**src/rtl/countdown_timer.sv**
```systemverilog
// Four-digit BCD countdown timer with start/pause, preset load and an alarm state.
// Counts down one step every DIV clk cycles while running; raises a one-cycle done pulse at 0000.
module countdown_timer #(
  parameter int DIV = 10
) (
  input  logic       clk,
  input  logic       key_rst_en,
  input  logic       key_ps_en,
  input  logic       key_ld_en,
  input  logic [3:0] preset1,
  input  logic [3:0] preset2,
  input  logic [3:0] preset3,
  input  logic [3:0] preset4,
  output logic [3:0] num1_out,
  output logic [3:0] num2_out,
  output logic [3:0] num3_out,
  output logic [3:0] num4_out,
  output logic       running,
  output logic       done,
  output logic       alarm
);

  typedef enum logic [1:0] {
    IDLE  = 2'd0,
    RUN   = 2'd1,
    PAUSE = 2'd2,
    DONE  = 2'd3
  } state_t;

  state_t      state_q, state_d;
  logic [15:0] count_q, count_d;
  logic [3:0]  presc_q, presc_d;
  logic        done_q, done_d;
  logic        tick;

  function automatic logic [3:0] clamp_digit(input logic [3:0] d);
    return (d > 4'd9) ? 4'd9 : d;
  endfunction

  // Ripple borrow from the least significant digit upward; a 0 digit becomes 9 and keeps borrowing.
  function automatic logic [15:0] bcd_dec(input logic [15:0] v);
    logic [15:0] r;
    logic        borrow;
    r      = v;
    borrow = 1'b1;
    for (int i = 0; i < 4; i++) begin
      if (borrow) begin
        if (v[i*4 +: 4] == 4'd0) begin
          r[i*4 +: 4] = 4'd9;
        end else begin
          r[i*4 +: 4] = v[i*4 +: 4] - 4'd1;
          borrow      = 1'b0;
        end
      end
    end
    return r;
  endfunction

  // The count never decrements from 0000, so it cannot wrap to 9999.
  assign tick = (presc_q == 4'(DIV - 1)) && (count_q != 16'd0);

  // NOTE: sequential state uses non-blocking assignments so every register samples pre-edge values.
  always_ff @(posedge clk or posedge key_rst_en) begin
    if (key_rst_en) begin
      state_q <= IDLE;
      count_q <= '0;
      presc_q <= '0;
      done_q  <= 1'b0;
    end else begin
      state_q <= state_d;
      count_q <= count_d;
      presc_q <= presc_d;
      done_q  <= done_d;
    end
  end

  // NOTE: every signal gets a default before the case so no path leaves it unassigned (no latches).
  always_comb begin
    state_d = state_q;
    count_d = count_q;
    presc_d = '0;
    done_d  = 1'b0;
    if (key_ld_en) begin
      state_d = IDLE;
      count_d = {clamp_digit(preset1), clamp_digit(preset2),
                 clamp_digit(preset3), clamp_digit(preset4)};
    end else begin
      case (state_q)
        IDLE: begin
          if (key_ps_en && (count_q != 16'd0)) state_d = RUN;
        end
        RUN: begin
          // A pause request wins over a coincident tick.
          if (key_ps_en) begin
            state_d = PAUSE;
          end else if (tick) begin
            count_d = bcd_dec(count_q);
            if (count_d == 16'd0) begin
              state_d = DONE;
              done_d  = 1'b1;
            end
          end else begin
            presc_d = presc_q + 4'd1;
          end
        end
        PAUSE: begin
          if (key_ps_en) state_d = RUN;
        end
        DONE: begin
          if (key_ps_en) state_d = IDLE;
        end
        default: state_d = IDLE;
      endcase
    end
  end

  always_comb begin
    running = (state_q == RUN);
    alarm   = (state_q == DONE);
  end

  assign done     = done_q;
  assign num1_out = count_q[15:12];
  assign num2_out = count_q[11:8];
  assign num3_out = count_q[7:4];
  assign num4_out = count_q[3:0];

endmodule
```
**config.mk**
```make
export PLATFORM = sky130hd
export DESIGN_NAME = countdown_timer
export DESIGN_NICKNAME = d
export VERILOG_FILES = /design/src/rtl/countdown_timer.sv
export SDC_FILE = /design/constraint.sdc
export NUM_CORES = 1
export LEC_CHECK = 0
export BUFFER_PORTS_ARGS = -buffer_cell sky130_fd_sc_hd__buf_4
export CAP_MARGIN = 5
export CELL_PAD_IN_SITES_DETAIL_PLACEMENT = 0
export CELL_PAD_IN_SITES_GLOBAL_PLACEMENT = 1
export CORE_UTILIZATION = 36
export CTS_CLUSTER_DIAMETER = 150
export DETAILED_ROUTE_END_ITERATION = 7
export GPL_TIMING_DRIVEN = 0
export HOLD_SLACK_MARGIN = 0.06
export PLACE_DENSITY_LB_ADDON = 0.12
export RECOVER_POWER = 25
export SYNTH_ARGS = -nofsm -noshare
export SYNTH_HDL_FRONTEND = slang
export SYNTH_SLANG_ARGS = --single-unit
```
**constraint.sdc**
```tcl
create_clock -name clk -period 2.3 [get_ports clk]
set_input_delay 0.23 -clock clk [delete_from_list [all_inputs] [get_ports clk]]
set_output_delay 0.23 -clock clk [all_outputs]
set_load 0.01 [all_outputs]
```
Word level (Yosys, flattened, before mapping)
Index checks and enable logic that the tools add are counted.

operators by class
  add/subtract/negate cells = 5
  $lt $le $gt $ge = 4
  equality and inequality tests = 10
  mux-type cells = 65
  reductions and logical operators = 13

operators with widths
  cell                                              number
  2-to-1 mux 4 bit                                  31
  2-to-1 mux 16 bit                                 4
  2-to-1 mux 1 bit                                  22
  > comparator 4 bit, second input constant         4
  zero test 16 bit                                  1
  zero test 4 bit                                   4
  nonzero test 16 bit                               1
  subtractor 4 x 1 -> 4 bit, second input constant  4
  2-to-1 mux 2 bit                                  7
  != test 3 bit, second input constant              3
  != test 4 x 3 -> 1 bit, second input constant     2
  one-hot mux 2 bit (4 select lines)                1
  AND reduction 5 bit                               1
  adder 4 x 1 -> 4 bit, second input constant       1
  == test 2 bit, second input constant              2
  == test 4 bit, second input constant              1
  nonzero test 2 bit                                2
  AND reduction 3 bit                               1
  == test 2 x 1 -> 1 bit, second input constant     1
  logical AND 1 bit                                 2
  zero test 2 bit                                   1
  != test 2 x 1 -> 1 bit, second input constant     1

storage, ports and cells
  bits in registers = 23
  input port bits = 20
  output and inout port bits = 19

Depth between registers and ports, before layout
Gate-level depths: netlist of the first run.

  depth in word-level cells = 27
  mapped depth = 7
  mapped depth without buffers = 7

Least setup slack after synthesis of the first run
OpenSTA, ideal clock, no wires.

  path type = reg2reg
  start = reg count_q[15]
  end = reg state_q[1]
  arrival time = 1854 ps
  data required time = 2235 ps
  slack = 382 ps
  stages on the path, launching flop included = 6
  period minus slack after synthesis = 1918 ps
  path through = dfrtp_1 > nor4_4 > nand3_2 > or4b_1 > nor4b_1 > o21a_1

on the way
  longest elaborated chain between the ends = 10
  elaborated cells between the ends (all ways) = 16
  classes of those cells = 1 x add/sub; 3 x eq/ne; 6 x mux; 6 x reduce/logical

RTL lines
  item                                                          RTL line  source
  from (decl)                                                   31        logic [15:0] count_q, count_d;
  from (signal assigned)                                        71        count_q <= count_d;
  subtractor 4 x 1 -> 4 bit or zero test 4 bit (tied branches)  51, 48
  2-to-1 mux 4 bit                                              48        if (v[i*4 +: 4] == 4'd0) begin
  2-to-1 mux 4 bit                                              47        if (borrow) begin
  2-to-1 mux 4 bit                                              96        end else if (tick) begin
  2-to-1 mux 4 bit                                              94        if (key_ps_en) begin
  2-to-1 mux 4 bit                                              88        case (state_q)
  2-to-1 mux 4 bit                                              83        if (key_ld_en) begin
  zero test 16 bit                                              98        if (count_d == 16'd0) begin
  != test 4 x 3 -> 1 bit (no source line)                       n/a
  AND reduction 5 bit (no source line) (*)                      n/a
  to (signal assigned)                                          70        state_q <= state_d;
  to (decl)                                                     30        state_t state_q, state_d;

Every way passes the cells marked *; elsewhere a longest branch is shown, timed or not. The select of a mux whose other input is x is not followed.
A chain may end at the register's enable or synchronous reset.

Final worst setup path of the first run
  start = reg count_q[0]
  end = reg count_q[2]

on the way
  longest elaborated chain between the ends = 10
  elaborated cells between the ends (all ways) = 15
  classes of those cells = 1 x add/sub; 9 x mux; 5 x reduce/logical

RTL lines
  item                                                          RTL line
  subtractor 4 x 1 -> 4 bit or zero test 4 bit (tied branches)  51, 48
  2-to-1 mux 4 bit                                              48
  2-to-1 mux 4 bit                                              96
  2-to-1 mux 4 bit                                              94
  2-to-1 mux 4 bit                                              88
  2-to-1 mux 4 bit                                              83
  2-to-1 mux 16 bit                                             96
  2-to-1 mux 16 bit                                             94
  2-to-1 mux 16 bit                                             88
  2-to-1 mux 16 bit                                             83

Several ways; a longest one is shown, not always the timed one. The select of a mux whose other input is x is not followed.

==> impl_metrics.py, run 1 <==
metrics = {
    "worst_setup_path": {
        "crit_slowest_cell": "nor4_4",
        "slowest_delay_ps": 510,
        "crit_chain": "nor4_4 -> nand3_1 -> o211ai_1 -> mux2i_1 -> o21ai_1",
        "cp-start-kind": "register",
        "r2r_start": "count_q[0]",
        "r2r_setup_slack_ps": 210,
        "crit_type": "reg2reg",
        "critPathMaxFanout": 7,
        "crit_path_end_kind": "register",
        "arrival_ps": 2230,
        "r2r_end": "count_q[2]",
        "ff2ff_path_depth": 5,
        "crit_required_ps": 2450,
    },
    "synth": {
        "synth_warnings": 0,
        "syn_area_mm2": 0.00138,
        "synth_area_per_cell_um2": 9.54,
        "netlist_instances": 145,
        "syn_nets": 167,
        "synth-seq-area-share_pct": 41.6,
        "synthFlopType": "dfrtp_1",
        "yosysUniqueCellTypes": 44,
        "synth_edf_count": 0,
        "ys_ff_latch": 23,
        "async_reset_ff_share_pct": 100,
    },
    "power_and_ir_drop": {
        "power.leakage_nw": 0.787,
        "vdd_drop_max_mv": 0.243,
        "powerDensity_mw_per_mm2": 522,
    },
    "timing": {
        "clock.fmax_mhz": 479,
        "relSlewSlack_pct": 42.3,
        "report.final.slew_viol_count": 0,
        "finalCritPeriodShare_pct": 90.7,
        "finalClockSkew_ps": 6.50,
        "worst_pin_slew_ps": 864,
        "setup_viol": 0,
        "worst_slack_ps": 214,
        "final.min_clock_period_ps": 2090,
        "fin_setup_tns_ps": 0,
        "finalHoldViolCount": 0,
        "rsz0062_at_grt": "no",
    },
    "finish": {
        "mostFrequentLayoutCells": "37 x buf_4, 23 x dfrtp_1, 17 x nor2_1",
        "drive_above_1_share_pct": 27.3,
        "antenna_cells": 0,
        "area_growth_pct": 28.5,
        "fill_cells": 366,
        "final_nets": 210,
        "mostFrequentLayoutCell": "buf_4",
    },
    "placement": {
        "place_hpwl_um": 2440,
        "port_buffers": 38,
        "pre_cts_ws_ps": 211,
        "globalplace.congestion": 0.754,
    },
    "floorplan": {
        "row_count": 22,
        "core_mm2": 0.00366,
        "die-area_mm2": 0.00410,
        "die_w_um": 64,
        "start_util_pct": 37.8,
        "boundaryPins": 39,
        "die_y_um": 64,
    },
    "cts": {
        "cts_hold_buf": 0,
        "cts_setup_buffers": 0,
        "clock_path_buffers": 2,
        "h-tree-depth": 1,
        "cts_sinks": 23,
        "root_buffer": "clkbuf_8",
        "postCtsResizedCells": 0,
        "clk_pin_slew_worst_paths_ps": 90,
        "cts_tree": "yes",
        "numCtsBuffers": 3,
        "clk_latency_ps": 270,
    },
    "worst_hold_path": {
        "hold_class": "in2async",
    },
    "run_status": {
        "outcome": "completed",
    },
    "drt": {
        "ant_nets": 0,
        "vias": 1258,
        "drc": 0,
        "drt-total-wl_um": 3230,
        "avgViaCountPerCell": 5.35,
        "dr.pass1.iters": 4,
        "drtIter0Drc": 22,
        "avgRoutedWirePerCell_um": 13.8,
    },
    "flow_run": {
        "drv_cap": 0,
    },
    "global_routing": {
        "track_usage_pct": 17.3,
        "grt_first_pass_wirelength_um": 5470,
        "antenna_found_initial": 0,
        "grt_pass1_vias": 1186,
        "overflow": 0,
        "grt_max_degree": 24,
    },
}
-- stage by stage --
stage	hold WS (ps)	cells	utilization (%)	instance area (um^2)	total power, mW
finish	138	235	48.6	1780	0.928
global route	167	235	48.6	1780	0.985
CTS	166	235	48.6	1780	0.939
detailed placement	452	231	47.2	1730	0.677
global placement	452	231	47.2	1730	0.673
floorplan	232	145	-	1380	0.580
-- state kept, by name (all words and copies together), names as in the netlist --
signal	flops
state_q	2
count_q	16
done	1
presc_q	4
-- worst max-delay path, delay by kind of cell (launching register included) --
family / cells / cell delay, ps
and+or+nand+nor: 2 / 820
muxes: 1 / 260
AOI/OAI and AO/OA: 2 / 410
DFF: 1 / 480
-- final cells by class --
cell class              instances  area (um^2)  share of cell area, %
repair buffers                 38          285                   16.0
multi-input cells             115          782                   44.0
flip-flops and latches         23          576                   32.4
inverters                       4         15.0                  0.844
plain buffers                   3         11.3                  0.633
clock inverters                 1         7.51                  0.422
well taps                      48         60.1                   3.38
clock buffers                   3         41.3                   2.32
-- cells in the mapped netlist, types with 3 or more instances --
master / number / share of area, %
dfrtp_1: 23 / 42
inv_1: 3 / 0.81
nor3_1: 3 / 1.1
nand3_1: 7 / 2.5
nor2b_1: 4 / 1.8
nor2_1: 17 / 4.6
nor4_1: 3 / 1.4
o21ai_0: 10 / 3.6
o21ai_1: 6 / 2.2
a21oi_1: 3 / 1.1
xor2_1: 6 / 3.8
nand2_1: 7 / 1.9
clkbuf_1: 3 / 0.81
mux2i_1: 3 / 2.2
o211ai_1: 4 / 2.2
o21a_1: 4 / 2.2
-- how the worst max path moves through the flow --
stage	startpoint	endpoint	slack (ps)
3_3_place_gp	count_q[0]	count_q[2]	240
5_1_grt	count_q[0]	count_q[2]	2
6_report	count_q[0]	count_q[2]	210
4_1_cts	count_q[0]	count_q[2]	190
3_5_place_dp	count_q[0]	count_q[2]	210
2_1_floorplan	count_q[15]	state_q[1]	380
-- report_power, final --
part           internal (mW)  switching [mW]
Sequential             0.430          0.0434
Combinational         0.0996          0.0934
Clock                  0.123           0.138
-- metal layers --
metal | track usage, % | up-vias | wire length (um)
li1 | - | 628 | -
met4 | 5.97 | 0 | 30
met1 | 23.1 | 596 | 1550
met3 | 2.68 | 4 | 132
met5 | 0 | - | 0
met2 | 28.3 | 30 | 1520
-- kinds of logic after synthesis --
group	count (synthesis)	synth area share, %
DFF	23	41.6
AOI/OAI and AO/OA	37	16.9
adders and majority gates	2	1.81
muxes	5	3.80
buffers and inverters	7	1.90
xor gates and xnor gates	8	5.06
and+or+nand+nor	63	28.9
Power figures use the tool's default switching activity.
==> run 2, diff against run 1 <==
==> constraint.sdc (replaced) <==
create_clock -name clk -period 2.3 [get_ports clk]
set_input_delay 0.115 -clock clk [delete_from_list [all_inputs] [get_ports clk]]
set_output_delay 0.115 -clock clk [all_outputs]
set_load 0.01 [all_outputs]
==> run 2 against run 1 <==
  * Maximum frequency rose by 0.12%
  * Routed wire length rose by 1.4%
  * Flip-flop and latch count did not move
  * Non-clock buffer count rose by 3
  * Via count rose by 0.40%
  * Utilization fell by 0.82 points
  * Count of clock-buffer cells in the layout did not move
  * Critical path depth did not move
  * Setup slack improved by 2.5 ps
  * Cell count rose by 1.3%
  * Die area did not move
  * Clock power barely moved
==> impl_metrics.py, run 2 (same netlist as run 1, synthesis figures left out) <==
metrics = {
    "cts": {
        "postCtsResizedCells": 0,
        "numCtsBuffers": 3,
        "h-tree-depth": 1,
        "cts_sinks": 23,
        "cts_tree": "yes",
        "root_buffer": "clkbuf_8",
        "clk_pin_slew_worst_paths_ps": 90,
        "clock_path_buffers": 2,
        "clk_latency_ps": 270,
    },
    "worst_setup_path": {
        "crit_required_ps": 2450,
        "crit_chain": "nor4_4 -> nand3_1 -> o211ai_1 -> mux2i_1 -> o21ai_1",
        "cp-start-kind": "register",
        "crit_slowest_cell": "nor4_4",
        "crit_type": "reg2reg",
        "critPathMaxFanout": 7,
        "slowest_delay_ps": 510,
        "arrival_ps": 2230,
        "crit_path_end_kind": "register",
    },
    "finish": {
        "mostFrequentLayoutCell": "dfrtp_1",
        "largest-register": "count_q",
        "antenna_cells": 0,
        "fin_cells": 238,
        "reg_top3": "count_q (16), presc_q (4), state_q (2)",
        "final_nets": 213,
        "mostFrequentLayoutCells": "23 x dfrtp_1, 22 x buf_4, 19 x clkbuf_1",
        "fin_util_pct": 47.7,
        "design_area_mm2": 0.00175,
        "largest_register_ffs": 16,
        "drive_above_1_share_pct": 18.4,
        "area_growth_pct": 26.3,
    },
    "floorplan": {
        "die-area_mm2": 0.00410,
        "boundaryPins": 39,
        "start_util_pct": 37.8,
        "die_w_um": 64,
        "row_count": 22,
        "die_y_um": 64,
        "core_mm2": 0.00366,
    },
    "drt": {
        "drt-total-wl_um": 3280,
        "avgViaCountPerCell": 5.31,
        "drtIter0Drc": 14,
        "ant_nets": 0,
        "drc": 0,
        "avgRoutedWirePerCell_um": 13.8,
        "vias": 1263,
        "dr.pass1.iters": 4,
    },
    "timing": {
        "finalClockSkew_ps": 6.90,
        "setup_viol": 0,
        "final.min_clock_period_ps": 2080,
        "rsz0062_at_grt": "no",
        "finalHoldViolCount": 0,
        "report.final.slew_viol_count": 0,
        "clock.fmax_mhz": 480,
        "finalCritPeriodShare_pct": 90.6,
        "worst_pin_slew_ps": 865,
        "relSlewSlack_pct": 42.3,
        "fin_setup_tns_ps": 0,
    },
    "global_routing": {
        "grt_pass1_vias": 1209,
        "track_usage_pct": 17.5,
        "grt_max_degree": 24,
        "grt_first_pass_wirelength_um": 5540,
        "overflow": 0,
        "antenna_found_initial": 0,
    },
    "run_status": {
        "outcome": "completed",
    },
    "placement": {
        "port_buffers": 38,
        "dpl.cell_count": 231,
        "post_dp_cell_area_mm2": 0.00173,
        "globalplace.congestion": 0.754,
        "place_hpwl_um": 2440,
    },
    "worst_hold_path": {
        "hold_class": "in2reg",
    },
    "power_and_ir_drop": {
        "power.leakage_nw": 0.738,
        "vdd_drop_max_mv": 0.237,
        "powerDensity_mw_per_mm2": 523,
    },
    "flow_run": {
        "drv_cap": 0,
    },
}
## run 2: changes by cell type in the layout (fill, tap and decap cells not counted), sizes merged
cell,previous run,this run
dlygate4sd3,0,3
clkbuf,7,22
buf,37,22
## run 2: path summary, 6_finish.rpt
check	to	cells past startpoint	slack (ps)	start
max	count_q[2]	5	220	count_q[0]
min	count_q[10]	3	60	preset2[2]
max reg2reg	count_q[2]	5	220	count_q[0]
min reg2reg	presc_q[0]	1	490	presc_q[0]
max in group asynchronous	count_q[7]	3	1190	key_rst_en
min in group asynchronous	presc_q[0]	3	580	key_rst_en
## run 2: area by class of cell
class / count / area [um^2]
Fill cell: 385 / 1910
Tap cell: 48 / 60.1
Clock buffer: 3 / 41.3
Buffer: 3 / 11.3
Sequential cell: 23 / 576
Multi-Input combinational cell: 115 / 782
Clock inverter: 1 / 7.51
Timing Repair Buffer: 41 / 255
Inverter: 4 / 15.0
## run 2: power breakdown
part / total [mW] / switching [mW] / internal, mW
Sequential: 0.473 / 0.0429 / 0.430
Clock: 0.262 / 0.139 / 0.123
Combinational: 0.180 / 0.0945 / 0.0855
## run 2: critical path: cells and delay by family, from the launching register on
kind               cells  cell delay (ps)
and+or+nand+nor        2              820
muxes                  1              260
AOI/OAI and AO/OA      2              410
DFF                    1              470
## run 2: per-stage QoR
stage               total power [mW]  worst slack, ps  hold slack, ps
CTS                            0.943              193            68.3
detailed placement             0.677              211             337
global placement               0.673              236             337
floorplan                      0.580              382             117
finish                         0.915              216            63.4
global route                   0.972             1.86            71.3
## run 2: what timing repair did
action,in CTS,in global routing
hold endpoints to repair,16,0
hold buffers,3,0
buffers inserted,0,0
endpoints found under the setup margin,0,0
## run 2: routing by layer
| metal | vias to the layer above | GRT usage, % | wire [um] |
|---|---|---|---|
| met5 | - | 0 | 0 |
| met4 | 0 | 5.97 | 30 |
| met3 | 4 | 2.50 | 119 |
| met2 | 24 | 28.9 | 1540 |
| met1 | 601 | 23.3 | 1590 |
| li1 | 634 | - | - |
